### config.mk
export PLATFORM = sky130hd
export DESIGN_NAME = ps2_mouse_packet_decoder_flat
export DESIGN_NICKNAME = d
export VERILOG_FILES = /design/src/rtl/ps2_mouse_packet_decoder_if.sv /design/src/rtl/ps2_mouse_packet_decoder.sv /design/src/flat_wrapper.sv
export SDC_FILE = /design/constraint.sdc
export NUM_CORES = 1
export LEC_CHECK = 0
export CAP_MARGIN = 20
export CORE_UTILIZATION = 50
export DETAILED_ROUTE_END_ITERATION = 16
export GPL_TIMING_DRIVEN = 0
export MAX_ROUTING_LAYER = met4
export PLACE_DENSITY = 0.73
export SLEW_MARGIN = 20
export SYNTH_ARGS = -nofsm -noshare
export SYNTH_HDL_FRONTEND = slang
export SYNTH_SLANG_ARGS = --single-unit
### constraint.sdc
create_clock -name clk -period 5.4 [get_ports clk]
set_input_delay 0.54 -clock clk [delete_from_list [all_inputs] [get_ports clk]]
set_output_delay 0.54 -clock clk [all_outputs]
set_load 0.005 [all_outputs]
### src/rtl/ps2_mouse_packet_decoder_if.sv
// Byte stream from the PS/2 receiver into the mouse decoder, plus the
// decoded mouse state going back out.
//
// Handshake: byte_ready is a level from the receiver's clock domain; each
// rising edge presents one new byte on byte_data, which stays stable while
// byte_ready is high. There is no back-pressure, so the decoder must take
// every byte. pkt_valid, left_press, sync_err and timeout are single-cycle
// pulses. All other outputs are levels that hold between packets.
interface ps2_mouse_packet_decoder_if #(
  parameter int VEL_W = 10
);
  logic             byte_ready;
  logic [7:0]       byte_data;
  logic             pkt_valid;
  logic             btn_left;
  logic             btn_right;
  logic             btn_middle;
  logic             left_press;
  logic [VEL_W-1:0] vx;
  logic [VEL_W-1:0] vy;
  logic             dx;
  logic             dy;
  logic [3:0]       wheel;
  logic             sync_err;
  logic             timeout;
  logic [1:0]       dbg_state;

  modport master (
    output byte_ready, byte_data,
    input  pkt_valid, btn_left, btn_right, btn_middle, left_press,
    input  vx, vy, dx, dy, wheel, sync_err, timeout, dbg_state
  );

  modport slave (
    input  byte_ready, byte_data,
    output pkt_valid, btn_left, btn_right, btn_middle, left_press,
    output vx, vy, dx, dy, wheel, sync_err, timeout, dbg_state
  );
endinterface

### src/rtl/ps2_mouse_packet_decoder.sv
// PS/2 mouse packet decoder: assembles 3-byte (standard) or 4-byte (wheel)
// packets from the receiver byte stream, checks framing on byte0 bit3,
// resynchronises after an idle timeout, and produces sign-magnitude
// velocity, direction, buttons and wheel delta.
// VEL_W must equal the VEL_W of the connected interface instance.
module ps2_mouse_packet_decoder #(
  parameter int PKT_BYTES = 3,
  parameter int TIMEOUT   = 10000000,
  parameter int VSHIFT    = 1,
  parameter int VEL_W     = 10
) (
  input  logic                      clk,
  input  logic                      rstn,
  ps2_mouse_packet_decoder_if.slave bus
);
  localparam int CNT_W = $clog2(TIMEOUT);
  localparam logic [CNT_W-1:0] CNT_MAX  = CNT_W'(TIMEOUT - 1);
  localparam logic [CNT_W-1:0] CNT_LAST = CNT_W'(TIMEOUT - 2);

  typedef enum logic [1:0] {B0, B1, B2, B3} state_t;
  state_t state;

  // sampler
  logic rdy_s1, rdy_s2, rdy_h;
  logic samp_live, samp_arm;
  logic accept;

  // packet bytes; only the bits the decode uses are kept
  logic [3:0] b0_hi;   // {Y ovf, X ovf, Y sign, X sign}
  logic [2:0] b0_btn;  // {middle, right, left}
  logic [7:0] b1, b2;
  logic [3:0] b3_lo;
  logic       done;

  logic [CNT_W-1:0] to_cnt;
  logic             to_fire;

  // registered outputs
  logic             pkt_valid_q, left_press_q, sync_err_q, timeout_q;
  logic             btn_l_q, btn_r_q, btn_m_q, dx_q, dy_q;
  logic [VEL_W-1:0] vx_q, vy_q;
  logic [3:0]       wheel_q;

  logic [8:0]       mag_x, mag_y;

  // A byte counts only after the sampler has seen byte_ready low once out of
  // reset, so a level left high across reset is not taken as a new byte.
  assign accept  = rdy_s2 & ~rdy_h & samp_arm;
  assign to_fire = (to_cnt == CNT_LAST) & ~accept;

  function automatic logic [8:0] magnitude(input logic sgn, input logic [7:0] d,
                                           input logic ovf);
    logic [8:0] v;
    v = {sgn, d};
    if (ovf) return 9'd255;
    return sgn ? (~v + 9'd1) : v;
  endfunction

  assign mag_x = magnitude(b0_hi[0], b1, b0_hi[2]);
  assign mag_y = magnitude(b0_hi[1], b2, b0_hi[3]);

  // Synchronise byte_ready into clk, keep a history flop for edge detect.
  always_ff @(posedge clk or negedge rstn) begin
    if (!rstn) begin
      rdy_s1    <= 1'b0;
      rdy_s2    <= 1'b0;
      rdy_h     <= 1'b0;
      samp_live <= 1'b0;
      samp_arm  <= 1'b0;
    end else begin
      rdy_s1    <= bus.byte_ready;
      rdy_s2    <= rdy_s1;
      rdy_h     <= rdy_s2;
      samp_live <= 1'b1;
      if (samp_live && !rdy_s1) samp_arm <= 1'b1;
    end
  end

  // Idle counter: cleared by each byte, saturates one below TIMEOUT.
  always_ff @(posedge clk or negedge rstn) begin
    if (!rstn) begin
      to_cnt <= '0;
    end else if (accept) begin
      to_cnt <= '0;
    end else if (to_cnt != CNT_MAX) begin
      to_cnt <= to_cnt + 1'b1;
    end
  end

  // Packet framing FSM; stores bytes and flags the final one.
  always_ff @(posedge clk or negedge rstn) begin
    if (!rstn) begin
      state      <= B0;
      b0_hi      <= '0;
      b0_btn     <= '0;
      b1         <= '0;
      b2         <= '0;
      b3_lo      <= '0;
      done       <= 1'b0;
      sync_err_q <= 1'b0;
    end else begin
      done       <= 1'b0;
      sync_err_q <= 1'b0;
      if (to_fire) begin
        state <= B0;
      end else if (accept) begin
        case (state)
          B0: begin
            if (bus.byte_data[3]) begin
              b0_hi  <= bus.byte_data[7:4];
              b0_btn <= bus.byte_data[2:0];
              state  <= B1;
            end else begin
              sync_err_q <= 1'b1;
            end
          end
          B1: begin
            b1    <= bus.byte_data;
            state <= B2;
          end
          B2: begin
            b2 <= bus.byte_data;
            if (PKT_BYTES == 4) begin
              state <= B3;
            end else begin
              state <= B0;
              done  <= 1'b1;
            end
          end
          default: begin
            b3_lo <= bus.byte_data[3:0];
            state <= B0;
            done  <= 1'b1;
          end
        endcase
      end
    end
  end

  // Output registers: load on a completed packet, clear velocity on timeout.
  always_ff @(posedge clk or negedge rstn) begin
    if (!rstn) begin
      pkt_valid_q  <= 1'b0;
      left_press_q <= 1'b0;
      timeout_q    <= 1'b0;
      btn_l_q      <= 1'b0;
      btn_r_q      <= 1'b0;
      btn_m_q      <= 1'b0;
      dx_q         <= 1'b0;
      dy_q         <= 1'b0;
      vx_q         <= '0;
      vy_q         <= '0;
      wheel_q      <= '0;
    end else begin
      pkt_valid_q  <= done;
      left_press_q <= done & b0_btn[0] & ~btn_l_q;
      timeout_q    <= to_fire;
      if (done) begin
        btn_l_q <= b0_btn[0];
        btn_r_q <= b0_btn[1];
        btn_m_q <= b0_btn[2];
        dx_q    <= ~b0_hi[0];
        dy_q    <= ~b0_hi[1];
        vx_q    <= VEL_W'(mag_x >> VSHIFT);
        vy_q    <= VEL_W'(mag_y >> VSHIFT);
        wheel_q <= (PKT_BYTES == 4) ? b3_lo : 4'd0;
      end else if (to_fire) begin
        vx_q <= '0;
        vy_q <= '0;
      end
    end
  end

  assign bus.pkt_valid  = pkt_valid_q;
  assign bus.left_press = left_press_q;
  assign bus.sync_err   = sync_err_q;
  assign bus.timeout    = timeout_q;
  assign bus.btn_left   = btn_l_q;
  assign bus.btn_right  = btn_r_q;
  assign bus.btn_middle = btn_m_q;
  assign bus.dx         = dx_q;
  assign bus.dy         = dy_q;
  assign bus.vx         = vx_q;
  assign bus.vy         = vy_q;
  assign bus.wheel      = wheel_q;
  assign bus.dbg_state  = state;
endmodule
### src/flat_wrapper.sv
// flat-port wrapper written by rule: the top's interface ports become plain ports
module ps2_mouse_packet_decoder_flat 
#(
  parameter int PKT_BYTES = 3,
  parameter int TIMEOUT   = 10000000,
  parameter int VSHIFT    = 1,
  parameter int VEL_W     = 10
)
  (clk, rstn, bus_byte_ready, bus_byte_data, bus_pkt_valid, bus_btn_left, bus_btn_right, bus_btn_middle, bus_left_press, bus_vx, bus_vy, bus_dx, bus_dy, bus_wheel, bus_sync_err, bus_timeout, bus_dbg_state);
  ps2_mouse_packet_decoder_if #(.VEL_W(VEL_W)) bus_i ();
  input  logic clk;
  input  logic rstn;
  input wire logic [$bits(bus_i.byte_ready)-1:0] bus_byte_ready;
  input wire logic [$bits(bus_i.byte_data)-1:0] bus_byte_data;
  output wire logic [$bits(bus_i.pkt_valid)-1:0] bus_pkt_valid;
  output wire logic [$bits(bus_i.btn_left)-1:0] bus_btn_left;
  output wire logic [$bits(bus_i.btn_right)-1:0] bus_btn_right;
  output wire logic [$bits(bus_i.btn_middle)-1:0] bus_btn_middle;
  output wire logic [$bits(bus_i.left_press)-1:0] bus_left_press;
  output wire logic [$bits(bus_i.vx)-1:0] bus_vx;
  output wire logic [$bits(bus_i.vy)-1:0] bus_vy;
  output wire logic [$bits(bus_i.dx)-1:0] bus_dx;
  output wire logic [$bits(bus_i.dy)-1:0] bus_dy;
  output wire logic [$bits(bus_i.wheel)-1:0] bus_wheel;
  output wire logic [$bits(bus_i.sync_err)-1:0] bus_sync_err;
  output wire logic [$bits(bus_i.timeout)-1:0] bus_timeout;
  output wire logic [$bits(bus_i.dbg_state)-1:0] bus_dbg_state;
  assign bus_i.byte_ready = bus_byte_ready;
  assign bus_i.byte_data = bus_byte_data;
  assign bus_pkt_valid = bus_i.pkt_valid;
  assign bus_btn_left = bus_i.btn_left;
  assign bus_btn_right = bus_i.btn_right;
  assign bus_btn_middle = bus_i.btn_middle;
  assign bus_left_press = bus_i.left_press;
  assign bus_vx = bus_i.vx;
  assign bus_vy = bus_i.vy;
  assign bus_dx = bus_i.dx;
  assign bus_dy = bus_i.dy;
  assign bus_wheel = bus_i.wheel;
  assign bus_sync_err = bus_i.sync_err;
  assign bus_timeout = bus_i.timeout;
  assign bus_dbg_state = bus_i.dbg_state;
  ps2_mouse_packet_decoder #(.PKT_BYTES(PKT_BYTES), .TIMEOUT(TIMEOUT), .VSHIFT(VSHIFT), .VEL_W(VEL_W)) u_core (.clk(clk), .rstn(rstn), .bus(bus_i));
endmodule
==> results of run 1 <==
[registers in the layout (all words and copies together), names as in the netlist]
signal,flops
u_core.b0_btn,3
u_core.b0_hi,4
u_core.b1,8
u_core.b2,8
u_core.bus.btn_left,1
u_core.bus.btn_middle,1
u_core.bus.btn_right,1
u_core.bus.dbg_state,2
u_core.bus.dx,1
u_core.bus.dy,1
u_core.bus.left_press,1
u_core.bus.pkt_valid,1
u_core.bus.sync_err,1
u_core.bus.timeout,1
u_core.bus.vx,8
u_core.bus.vy,8
u_core.done,1
u_core.rdy_h,1
u_core.rdy_s1,1
u_core.rdy_s2,1
u_core.samp_arm,1
u_core.samp_live,1
u_core.to_cnt,24
[placed cells by master (no fill, tap or decap), types with 4 or more instances in the layout]
cell type / synthesis / routed
or3_1: 5 / 5
or4_1: 5 / 5
a22o_1: 6 / 6
dfrtp_1: 80 / 80
nor2_1: 21 / 21
mux2_2: 22 / 22
clkdlybuf4s50_1: 0 / 36
nand4_1: 6 / 6
xor2_1: 5 / 5
a21oi_1: 5 / 5
o21ai_2: 8 / 8
clkbuf_8: 0 / 9
nand3_1: 10 / 10
clkbuf_1: 11 / 11
nor3_1: 8 / 8
ha_1: 4 / 4
xnor2_1: 23 / 23
o21ai_0: 23 / 23
nor4_1: 6 / 6
inv_1: 22 / 22
conb_1: 2 / 9
nand2_1: 24 / 24
buf_4: 9 / 10
[synth_stat cells (4+ instances only)]
master	n
nor3_1	8
o21ai_0	23
nand4_1	6
a21oi_1	5
o21ai_2	8
or3_1	5
xor2_1	5
nor2_1	21
a22o_1	6
nand3_1	10
nor4_1	6
buf_4	9
mux2_2	22
inv_1	22
xnor2_1	23
dfrtp_1	80
clkbuf_1	11
ha_1	4
nand2_1	24
or4_1	5
[power groups by stage]
stage / Sequential (mW) / Combinational [mW] / Clock (mW)
after floorplan: 0.887 / 0.351 / 0
after global placement: 0.900 / 0.573 / 0
after detailed placement: 0.909 / 0.594 / 0
after CTS: 0.897 / 0.596 / 0.462
after global routing: 0.922 / 0.655 / 0.488
final: 0.896 / 0.584 / 0.449
[through the flow]
step	utilization (%)	area, µm²	setup slack, ps	power, mW	std cells
after floorplan	-	3770	3250	1.24	354
after global placement	58.7	4260	1000	1.47	490
after detailed placement	59.0	4280	3030	1.50	491
after CTS	61.8	4480	3020	1.96	507
after global routing	61.8	4480	2930	2.07	507
final	61.8	4480	3030	1.93	507
[worst paths after layout]
kind | startpoint | end | depth (start not counted)
setup / recovery | u_core.to_cnt[11] | u_core.bus.vy[2] | 6
hold / removal | rstn | u_core.bus.vy[6] | 1
setup reg to reg | u_core.to_cnt[11] | u_core.bus.vy[2] | 6
hold reg to reg | u_core.rdy_s1 | u_core.rdy_s2 | 0
max in group asynchronous | rstn | u_core.to_cnt[2] | 2
min in group clk | u_core.rdy_s1 | u_core.rdy_s2 | 0
[worst reg2reg max path, delay by kind of cell, from the launching register on]
kind | cells | cell delay [ps]
compound gates | 1 | 70
simple gates | 4 | 1580
flops | 1 | 420
buf+inv | 1 | 180
[cell families after synthesis]
kind of cell | after synthesis
buffers and inverters | 43
multiplexers | 25
flip-flops | 80
adder cells (fa/ha/maj) | 4
other | 2
XOR/XNOR | 28
AO/OA/AOI/OAI | 57
AND/OR/NAND/NOR | 108
[layer usage]
layer | global-route usage, % | share of wire [%] | vias to the layer above
met2 | 34.5 | 50 | 54
met1 | 25.9 | 45 | 1324
met3 | 3.73 | 3.8 | 14
met5 | - | 0 | -
li1 | - | - | 1301
met4 | 9.38 | 1.9 | 0
[final cells by class]
class / instances / area (µm²) / share of cell area [%]
Timing Repair Buffer: 38 / 388 / 8.66
Clock buffer: 9 / 124 / 2.77
Tap cell: 99 / 124 / 2.77
Sequential cell: 80 / 2000 / 44.7
Inverter: 22 / 82.6 / 1.84
Buffer: 21 / 114 / 2.54
Clock inverter: 7 / 77.6 / 1.73
Multi-Input combinational cell: 231 / 1570 / 35.0
==> flow_summary.ini, run 1 <==
[timing]
period_needed_ps = 2370
holdWs_ps = 185
worstMarginPinSlew_ps = 581
setup_viol_count_final = 0
hold_viol = 0
max-slew-margin-rel_pct = 61.3
tns_ps = 0
max_freq_mhz = 422
rsz0062_at_grt = no
period_share_pct = 43.9
fin_skew_ps = 8.33
drv_slew = 0

[logic_synthesis]
ys.flop_type = dfrtp_1
synth_cell_types = 45
synth-simple-area-share_pct = 15.5
synth_top_family_by_area = simple AND/OR/NAND/NOR gates
synth_top_area_share_pct = 53.5
synth_xor_area_share_pct = 6.56
synth_edf_count = 0
seq_area_frac_synth_pct = 53.5
syn_inst = 347
synth_area_um2 = 3740
postSynth.asyncResetShare_pct = 100
synth_compound_area_share_pct = 10.1
yosys_warnings = 0
avgSynthCellArea_um2 = 10.8
synthAdderAreaFrac_pct = 1.34
muxShareOfSynthArea_pct = 7.46
ys_top_cells_by_area = dfrtp_1 54%, mux2_2 6.6%, xnor2_1 5.4%
ys_ff_latch = 80
synth.largest_area_cell = dfrtp_1

[layout]
n_fill_cell = 615
finalNetCount = 418
diodes = 0
areaGrowthSynthToFinish_pct = 19.8
layout-drive-gt1-share_pct = 15.0

[placement]
dp_hpwl_um = 5200
io_buffers = 37
gp_congestion = 0.836

[clocking]
cts.sinks = 80
clk_pin_slew_worst_paths_ps = 80
cts_tree = done
cts.repair.resized = 0
hold_buffers = 0
clock_latency_ps = 350
htreeDepth = 3
cts_root_buf = clkbuf_8
cts_buffer_depth = 2
cts_inserted_buffers = 9
post_cts.repair.setup_buffers = 0

[floorplan]
coreArea_um2 = 7250
chipWidth_um = 88.5
rows = 31
io_pins = 46
start_util_pct = 51.6
die_area_um2 = 7830
die_height_um = 88.5

[critical_path]
crit_buf_inv = 1
critPathKind = flip-flop to flip-flop
cp-start-kind = flip-flop
worst-r2r-setup-slack_ps = 3030
cp_top_family = simple AND/OR/NAND/NOR gates
slowest_delay_ps = 580
cp_data_required_time_ps = 5630
slowest_stage = or4_1
end_kind = flip-flop
cp_max_fo = 8
cp_data_arrival_time_ps = 2600
crit_chain = or4_1, or4_4, nor3_4, or2_1, buf_4, o21ai_2

[outcome]
status = complete, no violations

[route]
vias_per_cell = 5.31
num_vias = 2693
drt-total-wl_um = 7220
drt_first_pass_iters = 4
drc = 0
post_drt_wl_per_cell_um = 14.2
ant_nets = 0
drt_iter0_drc = 90

[power_and_ir_drop]
peakVddDrop_mv = 0.236
p_per_area_nw_per_um2 = 431
p_seq_share_pct = 46.4
p_clk_share_pct = 23.3
p_comb_share_pct = 30.3
power_leakage_nw = 1.95
p_int_mw = 1.33
switchingPower_uw = 598
p_sw_share_pct = 31.0

[flow_run]
maxCapViolCount = 0

[global_route]
track_usage_pct = 21.2
grt_pass1_wl_um = 12000
grt_pass1_vias = 2595
gr-total-overflow = 0
grt_max_degree = 45
antenna_found_initial = 0

[worst_hold_path]
hold_path_class = primary input to async pin
Note: power is estimated with default switching activity, not from simulation.
==> inputs of run 2 (changes only) <==
==> constraint.sdc (replaced) <==
create_clock -name clk -period 2.32 [get_ports clk]
set_input_delay 0.232 -clock clk [delete_from_list [all_inputs] [get_ports clk]]
set_output_delay 0.232 -clock clk [all_outputs]
set_load 0.005 [all_outputs]
==> flow_summary.ini, run 2 (synthesis gave the netlist of run 1 again) <==
[outcome]
status = complete, no violations

[floorplan]
die_area_um2 = 7830
chipWidth_um = 88.5
coreArea_um2 = 7250
die_height_um = 88.5
rows = 31
start_util_pct = 51.6
io_pins = 46

[timing]
period_share_pct = 98.8
setup_viol_count_final = 0
max_freq_mhz = 436
fin_ws_ps = 27.7
period_needed_ps = 2290
worstMarginPinSlew_ps = 586
tns_ps = 0
max-slew-margin-rel_pct = 60.9
hold_viol = 0
drv_slew = 0
fin_skew_ps = 8.81

[placement]
pre_cts_ws_ps = -48.5
dp.cells = 491
dp_hpwl_um = 5200
io_buffers = 37
gp_congestion = 0.836

[route]
drc = 0
route.met2.wl_um = 3750
dr_wl_met3_um = 232
drt-total-wl_um = 7470
wl_met1_um = 3360
num_vias = 2747
post_drt_wl_per_cell_um = 14.6
ant_nets = 0
routed.top_layer = met4
drt_first_pass_iters = 4
vias_per_cell = 5.35
drt_iter0_drc = 88

[layout]
finalNetCount = 424
regMostFlops = u_core.to_cnt
layout_common_cells = 79 x dfrtp_1, 36 x clkdlybuf4s50_1, 24 x nand2_1
layout-drive-gt1-share_pct = 16.4
final_common_cell = dfrtp_1
diodes = 0
largest_reg_flops = 24
areaGrowthSynthToFinish_pct = 21.3
finalNonFillerCells = 513

[global_route]
antenna_found_initial = 0
track_usage_pct = 21.2
grt_pass1_vias = 2604
gr-total-overflow = 0
grt_max_degree = 45
grt_pass1_wl_um = 12000

[critical_path]
end_kind = flip-flop
cp_data_required_time_ps = 2550
critPathKind = flip-flop to flip-flop
cp-start-kind = flip-flop
cp_data_arrival_time_ps = 2530
cp_max_fo = 8

[power_and_ir_drop]
peakVddDrop_mv = 0.549
power_leakage_nw = 1.98
p_per_area_nw_per_um2 = 992

[clocking]
clk_pin_slew_worst_paths_ps = 90
cts_inserted_buffers = 9
cts_root_buf = clkbuf_8
htreeDepth = 3
cts.sinks = 80
cts_tree = done
cts_buffer_depth = 2
clock_latency_ps = 350

[flow_run]
maxCapViolCount = 0

[worst_hold_path]
hold_path_class = primary input to flip-flop
## run 2: power by group
part / total, mW / internal (mW) / switching, mW / leakage (nW)
sequential: 2.09 / 1.78 / 0.309 / 1.01
combinational: 1.36 / 0.813 / 0.549 / 0.863
clock: 1.05 / 0.511 / 0.540 / 0.106
## run 2: area by class of cell
type | count | area [µm²]
repair buffers | 44 | 435
multi-input cells | 231 | 1570
clock inverters | 7 | 77.6
plain buffers | 21 | 118
clock buffers | 9 | 124
inverters | 22 | 82.6
flip-flops and latches | 80 | 2000
fillers | 608 | 2720
well taps | 99 | 124
## run 2: worst paths after layout
kind / from / to / slack [ps] / cells past startpoint
setup / recovery: u_core.to_cnt[11] / u_core.bus.vy[2] / 30 / 6
hold / removal: bus_byte_ready / u_core.rdy_s1 / 320 / 1
setup reg to reg: u_core.to_cnt[11] / u_core.bus.vy[2] / 30 / 6
hold reg to reg: u_core.rdy_s1 / u_core.rdy_s2 / 380 / 0
max in group asynchronous: rstn / u_core.bus.dbg_state[0] / 1300 / 3
min in group asynchronous: rstn / u_core.bus.vy[6] / 420 / 2
## run 2: timing repair
item                                    CTS  global route
pin swaps                                 1             1
buffers inserted                          0             5
gates resized for setup                   0             3
hold buffers                              1             0
endpoints found under the hold margin    43             0
endpoints found under the setup margin   13            18
## run 2: worst max-delay path, cell delays in order, from the launching register on
cell and delay, ps:
dfrtp_1 410, or4_4 550, or4_4 570, nor3_4 270, or2_1 170, buf_6 160, o21ai_2 60
## run 2: through the flow
step           cell area [µm²]  total power [mW]  hold slack [ps]  util [%]
6_report                  4540              4.50              321      62.5
5_1_grt                   4540              4.81              302      62.5
4_1_cts                   4490              4.55              306      61.9
3_3_place_gp              4260              3.43              360      58.7
2_1_floorplan             3770              2.88            -63.6         -
3_5_place_dp              4280              3.50              273      59.0
## run 2: per-layer routing
layer,GRT usage [%],vias up
li1,-,1316
met1,25.9,1366
met2,34.6,54
met3,3.73,11
met4,9.38,0
met5,-,-
==> inputs of run 3 (changes only) <==
--- a/config.mk
+++ b/config.mk
@@ -6,6 +6,7 @@
 export NUM_CORES = 1
 export LEC_CHECK = 0
 export CAP_MARGIN = 20
+export CORE_MARGIN = 2
 export CORE_UTILIZATION = 50
 export DETAILED_ROUTE_END_ITERATION = 16
 export GPL_TIMING_DRIVEN = 0
==> flow_summary.ini, run 3 (synthesis gave the netlist of run 1 again) <==
[placement]
gp_congestion = 0.865
dp_hpwl_um = 5260
dp.cells = 491
io_buffers = 37
placed_cell_area_um2 = 4290

[timing]
period_needed_ps = 2190
period_share_pct = 94.4
hold_viol = 0
rsz0062_at_grt = no
fin_skew_ps = 10.8
max_freq_mhz = 457
worstMarginPinSlew_ps = 541
max-slew-margin-rel_pct = 63.9
tns_ps = 0
setup_viol_count_final = 0
drv_slew = 0

[floorplan]
coreArea_um2 = 7250
die_height_um = 90.5
die_area_um2 = 8190
chipWidth_um = 90.5
rows = 31
start_util_pct = 51.6
io_pins = 46

[critical_path]
cp-startpoint = u_core.to_cnt[13]
cp_data_required_time_ps = 2570
cp_data_arrival_time_ps = 2440
crit_chain = or4_4, or4_4, nor3_4, nor2_2, a22o_1
slowest_stage = or4_4
cp-start-kind = flip-flop
end_kind = flip-flop
slowest_delay_ps = 550
crit_top_cell = or4_4
r2r_start = u_core.to_cnt[13]
cp_max_fo = 8
critPathKind = flip-flop to flip-flop

[power_and_ir_drop]
power_leakage_nw = 1.98
p_per_area_nw_per_um2 = 987
finalPower_mw = 4.49
peakVddDrop_mv = 0.480

[clocking]
cts.sinks = 80
cts_buffer_depth = 2
cts_tree = done
htreeDepth = 3
cts_inserted_buffers = 9
cts_root_buf = clkbuf_8
clock_latency_ps = 350
clk_pin_slew_worst_paths_ps = 90

[layout]
layout-drive-gt1-share_pct = 16.4
regMostFlops = u_core.to_cnt
layout_common_cells = 80 x dfrtp_1, 36 x clkdlybuf4s50_1, 24 x nand2_1
final_util_pct = 62.7
final_common_cell = dfrtp_1
finalNetCount = 424
n_fill_cell = 595
largest_reg_flops = 24
final_area_um2 = 4550
areaGrowthSynthToFinish_pct = 21.7
finalNonFillerCells = 513
diodes = 0

[worst_hold_path]
hold_path_class = primary input to flip-flop
hp-start = bus_byte_ready

[route]
post_drt_wl_per_cell_um = 14.6
drc = 0
drt-total-wl_um = 7480
drt_iter0_drc = 99
vias_per_cell = 5.30
num_vias = 2719
ant_nets = 0
drt_first_pass_iters = 4

[global_route]
antenna_found_initial = 0
grt_max_degree = 50
grt_pass1_wl_um = 12800
track_usage_pct = 20.0
gr-total-overflow = 0
grt_pass1_vias = 2720

[outcome]
status = complete, no violations

[flow_run]
maxCapViolCount = 0
==> run 3: final cells by class <==
class / count / area, µm² / area share [%]
inverter: 22 / 82.6 / 1.81
tap: 99 / 124 / 2.72
buffer: 21 / 118 / 2.58
sequential: 80 / 2000 / 44.0
multi-input combinational: 231 / 1580 / 34.7
timing repair buffer: 44 / 443 / 9.73
clock inverter: 7 / 80.1 / 1.76
clock buffer: 9 / 124 / 2.72
==> run 3: power breakdown <==
group          switching (mW)  internal (mW)  total (mW)
Combinational           0.542          0.814        1.36
Clock                   0.539          0.510        1.05
Sequential              0.310           1.78        2.09
Total                    1.39           3.10        4.49
==> run 3: through the flow <==
| step | setup WS [ps] | hold slack, ps |
|---|---|---|
| 6_report | 130 | 320 |
| 5_1_grt | 7.42 | 329 |
| 4_1_cts | 16.2 | 311 |
| 3_5_place_dp | -31.9 | 209 |
| 3_3_place_gp | -1790 | 360 |
| 2_1_floorplan | 167 | -63.6 |
==> run 3: final timing paths <==
path                                 endpoint  slack (ps)  depth (start not counted)
min in group asynchronous    u_core.bus.vy[5]         370                          2
max in group asynchronous  u_core.bus.timeout        1370                          3
hold / removal                  u_core.rdy_s1         320                          1
setup reg to reg             u_core.bus.vy[3]         130                          5
setup / recovery             u_core.bus.vy[3]         130                          5
hold reg to reg                 u_core.rdy_s2         390                          0
==> run 3: critical path, delay by kind of cell (launching register included) <==
kind,cells,cell delay (ps)
AND/OR/NAND/NOR,4,1420
flip-flops,1,420
AO/OA/AOI/OAI,1,250
==> run 3: what timing repair did <==
item,CTS,global route
buffers inserted,0,5
hold buffers,1,0
gates cloned,0,0
setup endpoints to repair,13,22
pin swaps,1,3
hold endpoints to repair,31,0
gates resized for setup,0,3
==> run 3: metal layers <==
| metal | wire length (µm) | track usage, % | up-vias |
|---|---|---|---|
| met3 | 237 | 3.09 | 10 |
| met2 | 3720 | 31.6 | 57 |
| met5 | 0 | - | - |
| met1 | 3430 | 26.1 | 1325 |
| met4 | 89 | 8.33 | 0 |
| li1 | - | - | 1327 |
